<file path="src/rtl/if_fetch_unit_if.sv">
// Instruction-memory request/acknowledge bus between the fetch unit and instruction memory.
// The fetch side holds req and addr until ack; rdata is valid in the ack cycle.
interface if_fetch_unit_if;
    logic        imem_req;
    logic [31:0] imem_addr;
    logic        imem_ack;
    logic [31:0] imem_rdata;

    modport master (
        output imem_req,
        output imem_addr,
        input  imem_ack,
        input  imem_rdata
    );

    modport slave (
        input  imem_req,
        input  imem_addr,
        output imem_ack,
        output imem_rdata
    );
endinterface

</file>
<file path="src/rtl/if_fetch_unit.sv">
// Instruction-fetch front end: owns the PC, fetches over a req/ack bus and buffers one
// instruction as the producer side of the IF/ID pipeline register.
module if_fetch_unit #(
    parameter logic [31:0] RESET_PC    = 32'h0000_0000,
    parameter logic [31:0] BUBBLE_INSN = 32'h0000_0000
) (
    input  logic                   clk,
    input  logic                   rst_n,
    input  logic                   stall,
    input  logic                   redirect,
    input  logic [31:0]            redirect_pc,
    if_fetch_unit_if.master        imem,
    output logic [31:0]            PC_if,
    output logic [31:0]            Instruction_if,
    output logic                   EN,
    output logic                   IF_flush
);

    typedef enum logic [1:0] {StIdle, StWait, StDrop} state_e;

    state_e      state_q, state_d;
    logic [31:0] pc_q, pc_d;
    logic [31:0] req_addr_q, req_addr_d;
    logic        buf_valid_q, buf_valid_d;
    logic [31:0] buf_pc_q, buf_pc_d;
    logic [31:0] buf_insn_q, buf_insn_d;

    logic        en;
    logic        issue;
    logic        load;
    logic [31:0] target_pc;

    assign target_pc = redirect_pc & 32'hFFFF_FFFC;

    // Every output is forced quiet while reset is asserted, not just after the reset edge.
    assign en    = rst_n & buf_valid_q & ~stall & ~redirect;
    assign issue = (state_q == StIdle) & (~buf_valid_q | en) & ~redirect;

    assign EN             = en;
    assign IF_flush       = rst_n & redirect;
    assign imem.imem_req  = rst_n & (issue | (state_q != StIdle));
    assign imem.imem_addr = (state_q == StIdle) ? pc_q : req_addr_q;
    assign PC_if          = rst_n ? buf_pc_q : 32'h0;
    assign Instruction_if = (rst_n && buf_valid_q) ? buf_insn_q : BUBBLE_INSN;

    always_comb begin
        state_d     = state_q;
        pc_d        = pc_q;
        req_addr_d  = req_addr_q;
        buf_valid_d = buf_valid_q;
        buf_pc_d    = buf_pc_q;
        buf_insn_d  = buf_insn_q;
        load        = 1'b0;

        unique case (state_q)
            StIdle: begin
                if (redirect) begin
                    pc_d        = target_pc;
                    buf_valid_d = 1'b0;
                end else if (issue) begin
                    if (imem.imem_ack) begin
                        load       = 1'b1;
                        buf_pc_d   = pc_q;
                        buf_insn_d = imem.imem_rdata;
                        pc_d       = pc_q + 32'd4;
                    end else begin
                        req_addr_d = pc_q;
                        state_d    = StWait;
                    end
                end
            end
            StWait: begin
                if (redirect) begin
                    pc_d        = target_pc;
                    buf_valid_d = 1'b0;
                    state_d     = imem.imem_ack ? StIdle : StDrop;
                end else if (imem.imem_ack) begin
                    load       = 1'b1;
                    buf_pc_d   = req_addr_q;
                    buf_insn_d = imem.imem_rdata;
                    pc_d       = req_addr_q + 32'd4;
                    state_d    = StIdle;
                end
            end
            StDrop: begin
                // Wrong-path response: wait it out, only tracking further redirects.
                if (redirect) begin
                    pc_d = target_pc;
                end
                if (imem.imem_ack) begin
                    state_d = StIdle;
                end
            end
            default: state_d = StIdle;
        endcase

        if (load) begin
            buf_valid_d = 1'b1;
        end else if (en) begin
            buf_valid_d = 1'b0;
        end
    end

    always_ff @(posedge clk) begin
        if (!rst_n) begin
            state_q     <= StIdle;
            pc_q        <= RESET_PC;
            req_addr_q  <= 32'h0;
            buf_valid_q <= 1'b0;
            buf_pc_q    <= 32'h0;
            buf_insn_q  <= BUBBLE_INSN;
        end else begin
            state_q     <= state_d;
            pc_q        <= pc_d;
            req_addr_q  <= req_addr_d;
            buf_valid_q <= buf_valid_d;
            buf_pc_q    <= buf_pc_d;
            buf_insn_q  <= buf_insn_d;
        end
    end

endmodule

</file>
<file path="src/flat_wrapper.sv">
// flat-port wrapper written by rule: the top's interface ports become plain ports
module if_fetch_unit_flat 
#(
    parameter logic [31:0] RESET_PC    = 32'h0000_0000,
    parameter logic [31:0] BUBBLE_INSN = 32'h0000_0000
)
  (clk, rst_n, stall, redirect, redirect_pc, PC_if, Instruction_if, EN, IF_flush, imem_imem_req, imem_imem_addr, imem_imem_ack, imem_imem_rdata);
  if_fetch_unit_if imem_i ();
  input  logic clk;
  input  logic rst_n;
  input  logic stall;
  input  logic redirect;
  input  logic [31:0] redirect_pc;
  output logic [31:0] PC_if;
  output logic [31:0] Instruction_if;
  output logic EN;
  output logic IF_flush;
  output wire logic [$bits(imem_i.imem_req)-1:0] imem_imem_req;
  output wire logic [$bits(imem_i.imem_addr)-1:0] imem_imem_addr;
  input wire logic [$bits(imem_i.imem_ack)-1:0] imem_imem_ack;
  input wire logic [$bits(imem_i.imem_rdata)-1:0] imem_imem_rdata;
  assign imem_imem_req = imem_i.imem_req;
  assign imem_imem_addr = imem_i.imem_addr;
  assign imem_i.imem_ack = imem_imem_ack;
  assign imem_i.imem_rdata = imem_imem_rdata;
  if_fetch_unit #(.RESET_PC(RESET_PC), .BUBBLE_INSN(BUBBLE_INSN)) u_core (.clk(clk), .rst_n(rst_n), .stall(stall), .redirect(redirect), .redirect_pc(redirect_pc), .imem(imem_i), .PC_if(PC_if), .Instruction_if(Instruction_if), .EN(EN), .IF_flush(IF_flush));
endmodule
</file>
<file path="config.mk">
export PLATFORM = sky130hd
export DESIGN_NAME = if_fetch_unit_flat
export DESIGN_NICKNAME = d
export VERILOG_FILES = /design/src/rtl/if_fetch_unit_if.sv /design/src/rtl/if_fetch_unit.sv /design/src/flat_wrapper.sv
export SDC_FILE = /design/constraint.sdc
export NUM_CORES = 1
export LEC_CHECK = 0
export BUFFER_PORTS_ARGS = -buffer_cell sky130_fd_sc_hd__buf_2
export CELL_PAD_IN_SITES_DETAIL_PLACEMENT = 1
export CELL_PAD_IN_SITES_GLOBAL_PLACEMENT = 2
export CORE_ASPECT_RATIO = 2
export CORE_MARGIN = 10
export CORE_UTILIZATION = 32
export CTS_CLUSTER_DIAMETER = 100
export DETAILED_ROUTE_END_ITERATION = 8
export GPL_ROUTABILITY_DRIVEN = 0
export GPL_TIMING_DRIVEN = 0
export MAX_ROUTING_LAYER = met4
export PLACE_DENSITY = 0.84
export SYNTH_ARGS = -nofsm -noshare
export SYNTH_HDL_FRONTEND = slang
export SYNTH_SLANG_ARGS = --single-unit
</file>
<file path="constraint.sdc">
create_clock -name clk -period 2.73 [get_ports clk]
set_input_delay 0 -clock clk [delete_from_list [all_inputs] [get_ports clk]]
set_output_delay 0 -clock clk [all_outputs]
set_load 0.03 [all_outputs]
</file>
==> results.yml, run 1 <==
status:
  status: "complete, no violations"
synthesis:
  yosys.cell_count.top_type: "dfxtp_1"
  seq_area_frac_synth_pct: 32.7
  syn_nets: 1089
  ys_types: 69
  synth_area_sq_um: 8010
  yosysTopAreaCell: "dfxtp_1"
  netlist_instances: 1014
  ys_ff_latch: 131
  synth_edf_count: 0
  netlist.area_leader.share_pct: 32.8
  synthFlopType: "dfxtp_1"
  syn_avg_cell_area_sq_um: 7.90
  synthArstFlopShare_pct: 0
  yosys-top-cells-area: "dfxtp_1 (33%), mux2i_1 (7.9%), nand2_1 (5.6%), nor2_1 (4.5%), a21oi_1 (4.5%)"
  synthTopCellsByCount: "dfxtp_1 (131), nand2_1 (120), nor2_1 (97), a21oi_1 (72), mux2i_1 (63)"
  synth.yosys.warnings: 0
placed_design:
  post-dp-hpwl_um: 27600
  io_buffers: 164
sta:
  layout_min_cycle_time_ns: 2.64
  clock-skew-final_ns: 0.0118
  max_freq_ghz: 0.379
  hold_viol_final: 0
  finalSetupViolCount: 0
  finalCritPeriodShare_pct: 96.5
  tightestPinTransition_ns: 0.951
  fin_tns_setup_ns: 0
  drv_slew: 0
  slew_headroom_pct: 36.4
  rsz0062_at_grt: "no"
global_route:
  grt_start_max_net_pins: 17
  grt_first_pass_wirelength_um: 55300
  antenna_found_initial: 1
  grt_use_total_pct: 22.8
  grt_pass1_vias: 9380
  overflow: 0
clock_tree:
  cts_buffer_depth: 2
  cts_tree: "done"
  cts-root-buf: "clkbuf_16"
  clk_latency_ns: 0.45
  cts_made_buffers: 17
  cts.sinks: 131
  clkTransAtPathRegs_ns: 0.06
  cts_htree_levels: 4
drt:
  detailedRoute.firstIterationViolations: 467
  vias: 8737
  drtAntennaViolNets: 0
  drt_first_pass_iters: 5
  via_per_inst: 5.46
  drt-total-wl_um: 36300
  routedWlPerCell_um: 22.7
  drc: 0
finish:
  nets: 1330
  drive_gt1_share_pct: 23.3
  area_growth_pct: 30.7
  post-route-util_pct: 42.7
critical_path:
  cp-end-kind: "primary output"
  cp-start-kind: "flop"
  crit_fanout: 10
  critical_path_required_ns: 2.73
  worstSetupPathType: "flop to primary output"
  worstPathArrival_ns: 2.64
  crit_top_cell: "buf_2"
  critPathMaxStageDelay_ns: 0.44
  crit_path_cell_trace: "inv_1 > ha_1 > buf_2 > clkbuf_2 > buf_2 > o21ai_0 > buf_2"
  critical-path-slowest-cell: "o21ai_0"
die:
  initial_core_util_pct: 32.6
  core_area_sq_um: 24500
  die_area_sq_um: 32100
  die_w_um: 132
  fp.dieH_um: 244
  core.rowCount: 81
  io-pin-count: 168
job:
  maxCapViolCount: 0
power_and_ir_drop:
  p_per_area_nw_per_um2: 563
  ir_drop_v: 0.000394
  leakagePower_uw: 0.00438
  p_total_uw: 5890
min_path:
  hold_path.class: "primary input to flop"
-- where the power goes --
| group | switching, uW | total, uW | leakage, uW | internal [uW] |
|---|---|---|---|---|
| sequential | 111 | 2150 | 0.00107 | 2040 |
| combinational | 829 | 1310 | 0.00300 | 477 |
| clock | 910 | 2440 | 0.000303 | 1530 |
-- layer usage --
metal / vias to the layer above / GRT usage (%) / share of wire, %
li1: 4076 / - / -
met1: 4243 / 20.8 / 35
met2: 298 / 41.9 / 54
met3: 120 / 4.91 / 5.0
met4: 0 / 15.2 / 6.4
met5: - / - / 0
-- sequential cells by signal, indices dropped and copies added (netlist names) --
name / cells
u_core.req_addr_q: 32
u_core.buf_pc_q: 32
u_core.state_q: 2
u_core.pc_q: 32
u_core.buf_valid_q: 1
u_core.buf_insn_q: 32
-- layout by cell type, fill, tap and decap left out, drive strengths merged, types with 13 or more instances in the layout --
cell,count
buf,211
dfxtp,131
nand2,120
nor2,100
clkbuf,82
a21oi,72
mux2i,63
dlygate4sd3,54
o21ai,46
and3,41
and2,41
a211oi,35
mux2,31
nand3,29
xnor2,25
nand4,25
xor2,19
nor3,18
inv,13
a221oi,13
-- logic make-up after synthesis --
group           share of synthesized area (%)
buf+inv                                  6.17
xor+xnor                                 4.81
compound gates                           17.8
mux                                      12.2
simple gates                             25.3
fa+ha+maj                               0.937
flops                                    32.8
-- worst max-delay path: cells and delay by family, from the launching register on --
kind | cells | cell delay, ns
flip-flops | 1 | 0.43
buffers and inverters | 5 | 1.09
AO/OA/AOI/OAI | 1 | 0.44
adder cells (fa/ha/maj) | 1 | 0.20
-- final cells by class --
class	count	area, sq um
Clock buffer	23	488
Timing Repair Buffer	222	1390
Fill cell	3083	14100
Multi-Input combinational cell	768	4910
Sequential cell	131	2630
Inverter	13	48.8
Buffer	102	457
Clock inverter	9	126
Tap cell	332	415
Antenna cell	1	2.50
-- timing repair --
item | CTS | global route
hold buffers | 54 | 0
hold endpoints to repair | 54 | 0
setup buffers | 0 | 4
pin swaps | 0 | 1
gates resized for setup | 6 | 12
endpoints found under the setup margin | 34 | 60
-- through the flow --
stage | worst slack (ns) | instance area (sq um) | hold slack, ns | std cells
after floorplan | 0.639 | 8010 | 0.115 | 1014
after global placement | -0.0834 | 9240 | 0.243 | 1510
after detailed placement | -0.0766 | 9240 | 0.250 | 1510
after CTS | 0.0275 | 10400 | 0.0131 | 1596
after global routing | 0.0187 | 10500 | 0.0633 | 1601
final | 0.0948 | 10500 | 0.0359 | 1601
-- path summary, 6_finish.rpt --
| check | from | endpoint | slack [ns] | cells after the start |
|---|---|---|---|---|
| worst max-delay path | u_core.state_q[0]$_SDFFE_PN0P_ | imem_imem_addr[9] | 0.09 | 7 |
| worst min-delay path | redirect_pc[12] | u_core.pc_q[12]$_SDFFE_PN0P_ | 0.04 | 5 |
| worst max register to register | u_core.state_q[0]$_SDFFE_PN0P_ | u_core.pc_q[14]$_SDFFE_PN0P_ | 0.13 | 10 |
| worst min register to register | u_core.buf_insn_q[0]$_SDFFE_PN0P_ | u_core.buf_insn_q[0]$_SDFFE_PN0P_ | 0.45 | 2 |
Power figures use the tool's default switching activity.
==> run 2: changes to the inputs <==
MAX_ROUTING_LAYER = not set   (was met4)
REMOVE_ABC_BUFFERS = 1   (was not set)
==> run 2 against run 1 <==
Against the previous run: clock power decreased by 5%; critical path depth unchanged; core utilization fell by 0.48 points; hold slack got worse by 0.018 ns; largest power group unchanged; first-iteration DRC count fell by 7.9%; highest routed layer unchanged; clock skew decreased by 0.0034 ns; final cell count is 5.2% lower.
==> results.yml, run 2 (synthesized netlist as in run 1, its figures left out) <==
sta:
  max_freq_ghz: 0.386
  hold_slack_ns: 0.0174
  rsz0062_at_grt: "yes"
  drv_slew: 0
  clock-skew-final_ns: 0.00844
  finalCritPeriodShare_pct: 94.8
  fin_ws_ns: 0.141
  fin_tns_setup_ns: 0
  finalSetupViolCount: 0
  layout_min_cycle_time_ns: 2.59
  slew_headroom_pct: 37.4
  hold_viol_final: 0
  tightestPinTransition_ns: 0.939
die:
  core.rowCount: 81
  core_area_sq_um: 24500
  initial_core_util_pct: 32.6
  die_w_um: 132
  io-pin-count: 168
  die_area_sq_um: 32100
  fp.dieH_um: 244
placed_design:
  post-dp-hpwl_um: 21500
  io_buffers: 165
  place_ws_ns: -0.763
critical_path:
  path_delay_family: "simple AND/OR/NAND/NOR gates"
  worstSetupPathType: "flop to flop"
  critPathBufInv: 1
  crit_path_cell_trace: "inv_1 > ha_4 > nand2_1 > nor2_4 > a211oi_1 > a21oi_1 > a41o_1"
  cp-end-kind: "flop"
  critPathMaxStageDelay_ns: 0.52
  worstPathArrival_ns: 2.98
  cp-start-kind: "flop"
  crit_fanout: 25
  critical-path-slowest-cell: "nor2_4"
  critical_path_required_ns: 3.12
global_route:
  grt_pass1_vias: 8684
  grt_use_total_pct: 19.5
  grt_first_pass_wirelength_um: 49700
  overflow: 0
  grt_start_max_net_pins: 57
  antenna_found_initial: 0
drt:
  drtAntennaViolNets: 0
  detailedRoute.firstIterationViolations: 430
  routedWlPerCell_um: 21.0
  vias: 8226
  drc: 0
  drt_first_pass_iters: 5
  drt-total-wl_um: 31900
  via_per_inst: 5.42
min_path:
  hold_path.class: "primary input to flop"
clock_tree:
  clkTransAtPathRegs_ns: 0.06
  cts.sinks: 131
  cts_buffer_depth: 2
  cts_tree: "done"
  clk_latency_ns: 0.45
  cts-root-buf: "clkbuf_16"
  cts_htree_levels: 4
  cts_made_buffers: 17
power_and_ir_drop:
  leakagePower_uw: 0.00424
  p_per_area_nw_per_um2: 556
  p_total_uw: 5750
  ir_drop_v: 0.000270
finish:
  area_growth_pct: 29.2
  layout_commonest_cell: "buf_2"
  n_fill_cell: 3014
  post-route-util_pct: 42.2
  drive_gt1_share_pct: 23.3
  final_cell_mix: "buf_2 (164), dfxtp_1 (129), nand2_1 (119)"
  nets: 1247
  antenna_cells: 0
job:
  maxCapViolCount: 0
status:
  status: "complete, no violations"
run 2: changes by cell type in the layout (fill, tap and decap cells not counted), sizes merged:
cell / change
inv: -1
clkbuf: -61
clkinvlp: +1
clkinv: +3
bufinv: -1
diode: -1
buf: -28
and2: +2
nor2: +1
dlygate4sd3: +1
run 2: final cells by class:
cell class | count | area, sq um | area share (%)
clock buffer | 21 | 480 | 4.64
clock inverter | 11 | 108 | 1.04
inverter | 13 | 55.1 | 0.532
multi-input combinational | 771 | 4990 | 48.2
sequential | 131 | 2630 | 25.4
tap | 332 | 415 | 4.01
timing repair buffer | 238 | 1670 | 16.2
run 2: metal layers:
metal  track usage [%]  part of all wire [%]
met1              18.9                    37
met2              38.3                    55
met3              4.20                   4.2
met4              8.42                   3.4
met5                 0                     0
run 2: worst register-to-register path: cells and delay by family (launching register included):
family | cells | cell delay (ns)
adder cells (fa/ha/maj) | 1 | 0.48
flip-flops | 1 | 0.35
AND/OR/NAND/NOR | 2 | 1.04
buffers and inverters | 1 | 0.18
AO/OA/AOI/OAI | 3 | 0.49
run 2: repair_timing:
action | CTS | global route
hold buffers | 55 | 0
endpoints found under the hold margin | 55 | 0
gates cloned | 3 | 0
setup buffers | 7 | 4
endpoints found under the setup margin | 111 | 62
gates resized for setup | 7 | 4
pin swaps | 4 | 2
run 2: worst paths after layout:
| kind | slack (ns) | to | cells after the start | start |
|---|---|---|---|---|
| max | 0.14 | u_core.pc_q[7]$_SDFFE_PN0P_ | 7 | u_core.state_q[1]$_SDFFE_PN0P_ |
| max reg2reg | 0.14 | u_core.pc_q[7]$_SDFFE_PN0P_ | 7 | u_core.state_q[1]$_SDFFE_PN0P_ |
| min | 0.02 | u_core.pc_q[12]$_SDFFE_PN0P_ | 5 | redirect_pc[12] |
| min reg2reg | 0.45 | u_core.buf_insn_q[8]$_SDFFE_PN0P_ | 2 | u_core.buf_insn_q[8]$_SDFFE_PN0P_ |
run 2: power by group:
group          leakage [uW]  internal (uW)  switching (uW)
Combinational       0.00287            493             700
Clock              0.000298           1420             909
Sequential          0.00107           2040             183
run 2: through the flow:
step           instances  instance area [sq um]
2_1_floorplan        912                   7560
3_3_place_gp        1409                   8800
3_5_place_dp        1416                   9010
4_1_cts             1513                  10300
5_1_grt             1517                  10300
6_report            1517                  10300
==> run 3: changes to the inputs <==
CORE_UTILIZATION = 34   (was 32)
PLACE_DENSITY = 0.88   (was 0.84)
clock period = 3.4 ns   (was 2.73 ns; I/O delays follow)
==> run 3 against run 2 <==
Against the previous run: maximum frequency fell by 19%; global-route usage about the same; critical path depth grew 2; final cell count decreased by 4.2%; hold slack improved by 0.023 ns; highest routed layer unchanged; largest power group unchanged.
==> results.yml, run 3 (synthesized netlist as in run 1, its figures left out) <==
clock_tree:
  cts_made_buffers: 17
  cts.sinks: 131
  cts_buffer_depth: 2
  clk_latency_ns: 0.44
  cts-root-buf: "clkbuf_16"
  cts_setup_buffers: 0
  cts_tree: "done"
  cts_htree_levels: 4
  clkTransAtPathRegs_ns: 0.06
sta:
  fin_ws_ns: 0.213
  rsz0062_at_grt: "no"
  clock-skew-final_ns: 0.00936
  fin_tns_setup_ns: 0
  hold_viol_final: 0
  hold_slack_ns: 0.0406
  tightestPinTransition_ns: 1.21
  finalSetupViolCount: 0
  drv_slew: 0
  slew_headroom_pct: 18.9
  max_freq_ghz: 0.314
  layout_min_cycle_time_ns: 3.19
  finalCritPeriodShare_pct: 93.7
drt:
  via_per_inst: 5.58
  drt-total-wl_um: 30100
  routedWlPerCell_um: 20.7
  drtAntennaViolNets: 0
  drc: 0
  vias: 8115
  drt_first_pass_iters: 5
  detailedRoute.firstIterationViolations: 375
critical_path:
  setup.worst_path.start: "u_core.state_q[0]$_SDFFE_PN0P_"
  worstPathArrival_ns: 3.55
  crit_fanout: 28
  critical-path-slowest-cell: "nor2_4"
  crit_cells: 9
  worstSetupEndpoint: "u_core.pc_q[31]$_SDFFE_PN0P_"
  critPathMaxStageDelay_ns: 0.60
  crit_path_cell_trace: "inv_1 > ha_2 > buf_12 > o21ba_2 > a311oi_4 > nor2_1 > nor2_4 > o221ai_1 > o2bb2ai_1"
  cp-start-kind: "flop"
  path_delay_family: "compound AO/OA/AOI/OAI gates"
  cp-end-kind: "flop"
  r2r-end: "u_core.pc_q[31]$_SDFFE_PN0P_"
  worstSetupPathType: "flop to flop"
  reg2reg_from: "u_core.state_q[0]$_SDFFE_PN0P_"
  reg2reg_depth: 9
  regToRegSetupSlack_ns: 0.21
  critPathBufInv: 2
  critical_path_required_ns: 3.76
power_and_ir_drop:
  combPwrFrac_pct: 19.6
  p_clk_share_pct: 41.7
  leakagePower_uw: 0.00415
  p_total_uw: 4620
  ir_drop_v: 0.000292
  p_per_area_nw_per_um2: 457
  seqPwrFrac_pct: 38.7
  switching_share_pct: 30.4
  p_int_uw: 3210
  p_sw_uw: 1410
finish:
  drive_gt1_share_pct: 21.8
  antenna_cells: 0
  final_cell_mix: "buf_2 (164), dfxtp_1 (131), nand2_1 (119)"
  n_fill_cell: 2796
  nets: 1232
  layout_commonest_cell: "buf_2"
  area_growth_pct: 26.2
die:
  die_w_um: 129
  core_area_sq_um: 23200
  io-pin-count: 168
  initial_core_util_pct: 34.5
  fp.dieH_um: 237
  die_area_sq_um: 30500
  core.rowCount: 79
global_route:
  grt_use_total_pct: 19.5
  grt_start_max_net_pins: 84
  overflow: 0
  grt_first_pass_wirelength_um: 47500
  grt_pass1_vias: 8512
  antenna_found_initial: 0
min_path:
  hold_path.class: "primary input to flop"
  hold_start: "imem_imem_ack"
  min_path_cells: 4
placed_design:
  place_ws_ns: -0.0116
  io_buffers: 165
  post-dp-hpwl_um: 21100
job:
  maxCapViolCount: 0
status:
  status: "complete, no violations"
[run 3: power groups by stage]
stage	Combinational, uW	Sequential, uW	Clock (uW)
after floorplan	575	1760	0
after global placement	834	1810	0
after detailed placement	860	1820	0
after CTS	914	1780	1980
after global routing	991	1800	2040
final	907	1790	1930
[run 3: worst min-delay path, stage by stage]
cell	delay [ns]
buf_2	0.13
o31ai_1	0.09
a32oi_1	0.15
nor2_1	0.05
[run 3: routing by layer]
metal  track usage [%]  routed length (um)  vias to the layer above
met3              4.27                1120                       58
met4              8.17                1020                        0
met5                 0                   0                        -
li1                  -                   -                     3886
met2              37.4               16600                      180
met1              19.2               11300                     3991
[run 3: worst min path at each step]
stage	end	slack (ns)
2_1_floorplan	EN	0.12
3_3_place_gp	u_core.buf_insn_q[0]$_SDFFE_PN0P_	0.24
3_5_place_dp	u_core.buf_insn_q[18]$_SDFFE_PN0P_	0.25
4_1_cts	u_core.pc_q[3]$_SDFFE_PN0P_	0.02
5_1_grt	u_core.pc_q[3]$_SDFFE_PN0P_	0.04
6_report	u_core.state_q[0]$_SDFFE_PN0P_	0.04
[run 3: timing repair]
item	CTS	global route
hold endpoints to repair	55	0
resized for setup	1	2
hold buffers	55	0
endpoints found under the setup margin	1	4
pin swaps	0	0
[run 3: layout make-up]
type | count | area (sq um) | area share [%]
Sequential cell | 131 | 2620 | 26.0
Inverter | 13 | 51.3 | 0.508
Clock buffer | 23 | 478 | 4.73
Tap cell | 283 | 354 | 3.50
Multi-Input combinational cell | 768 | 4940 | 48.9
Clock inverter | 9 | 128 | 1.26
Timing Repair Buffer | 226 | 1530 | 15.1
[run 3: through the flow]
stage | utilization (%) | instances | area (sq um)
3_5_place_dp | 38.4 | 1366 | 8930
4_1_cts | 43.4 | 1453 | 10100
3_3_place_gp | 37.6 | 1360 | 8740
6_report | 43.5 | 1453 | 10100
5_1_grt | 43.5 | 1453 | 10100
2_1_floorplan | - | 912 | 7560
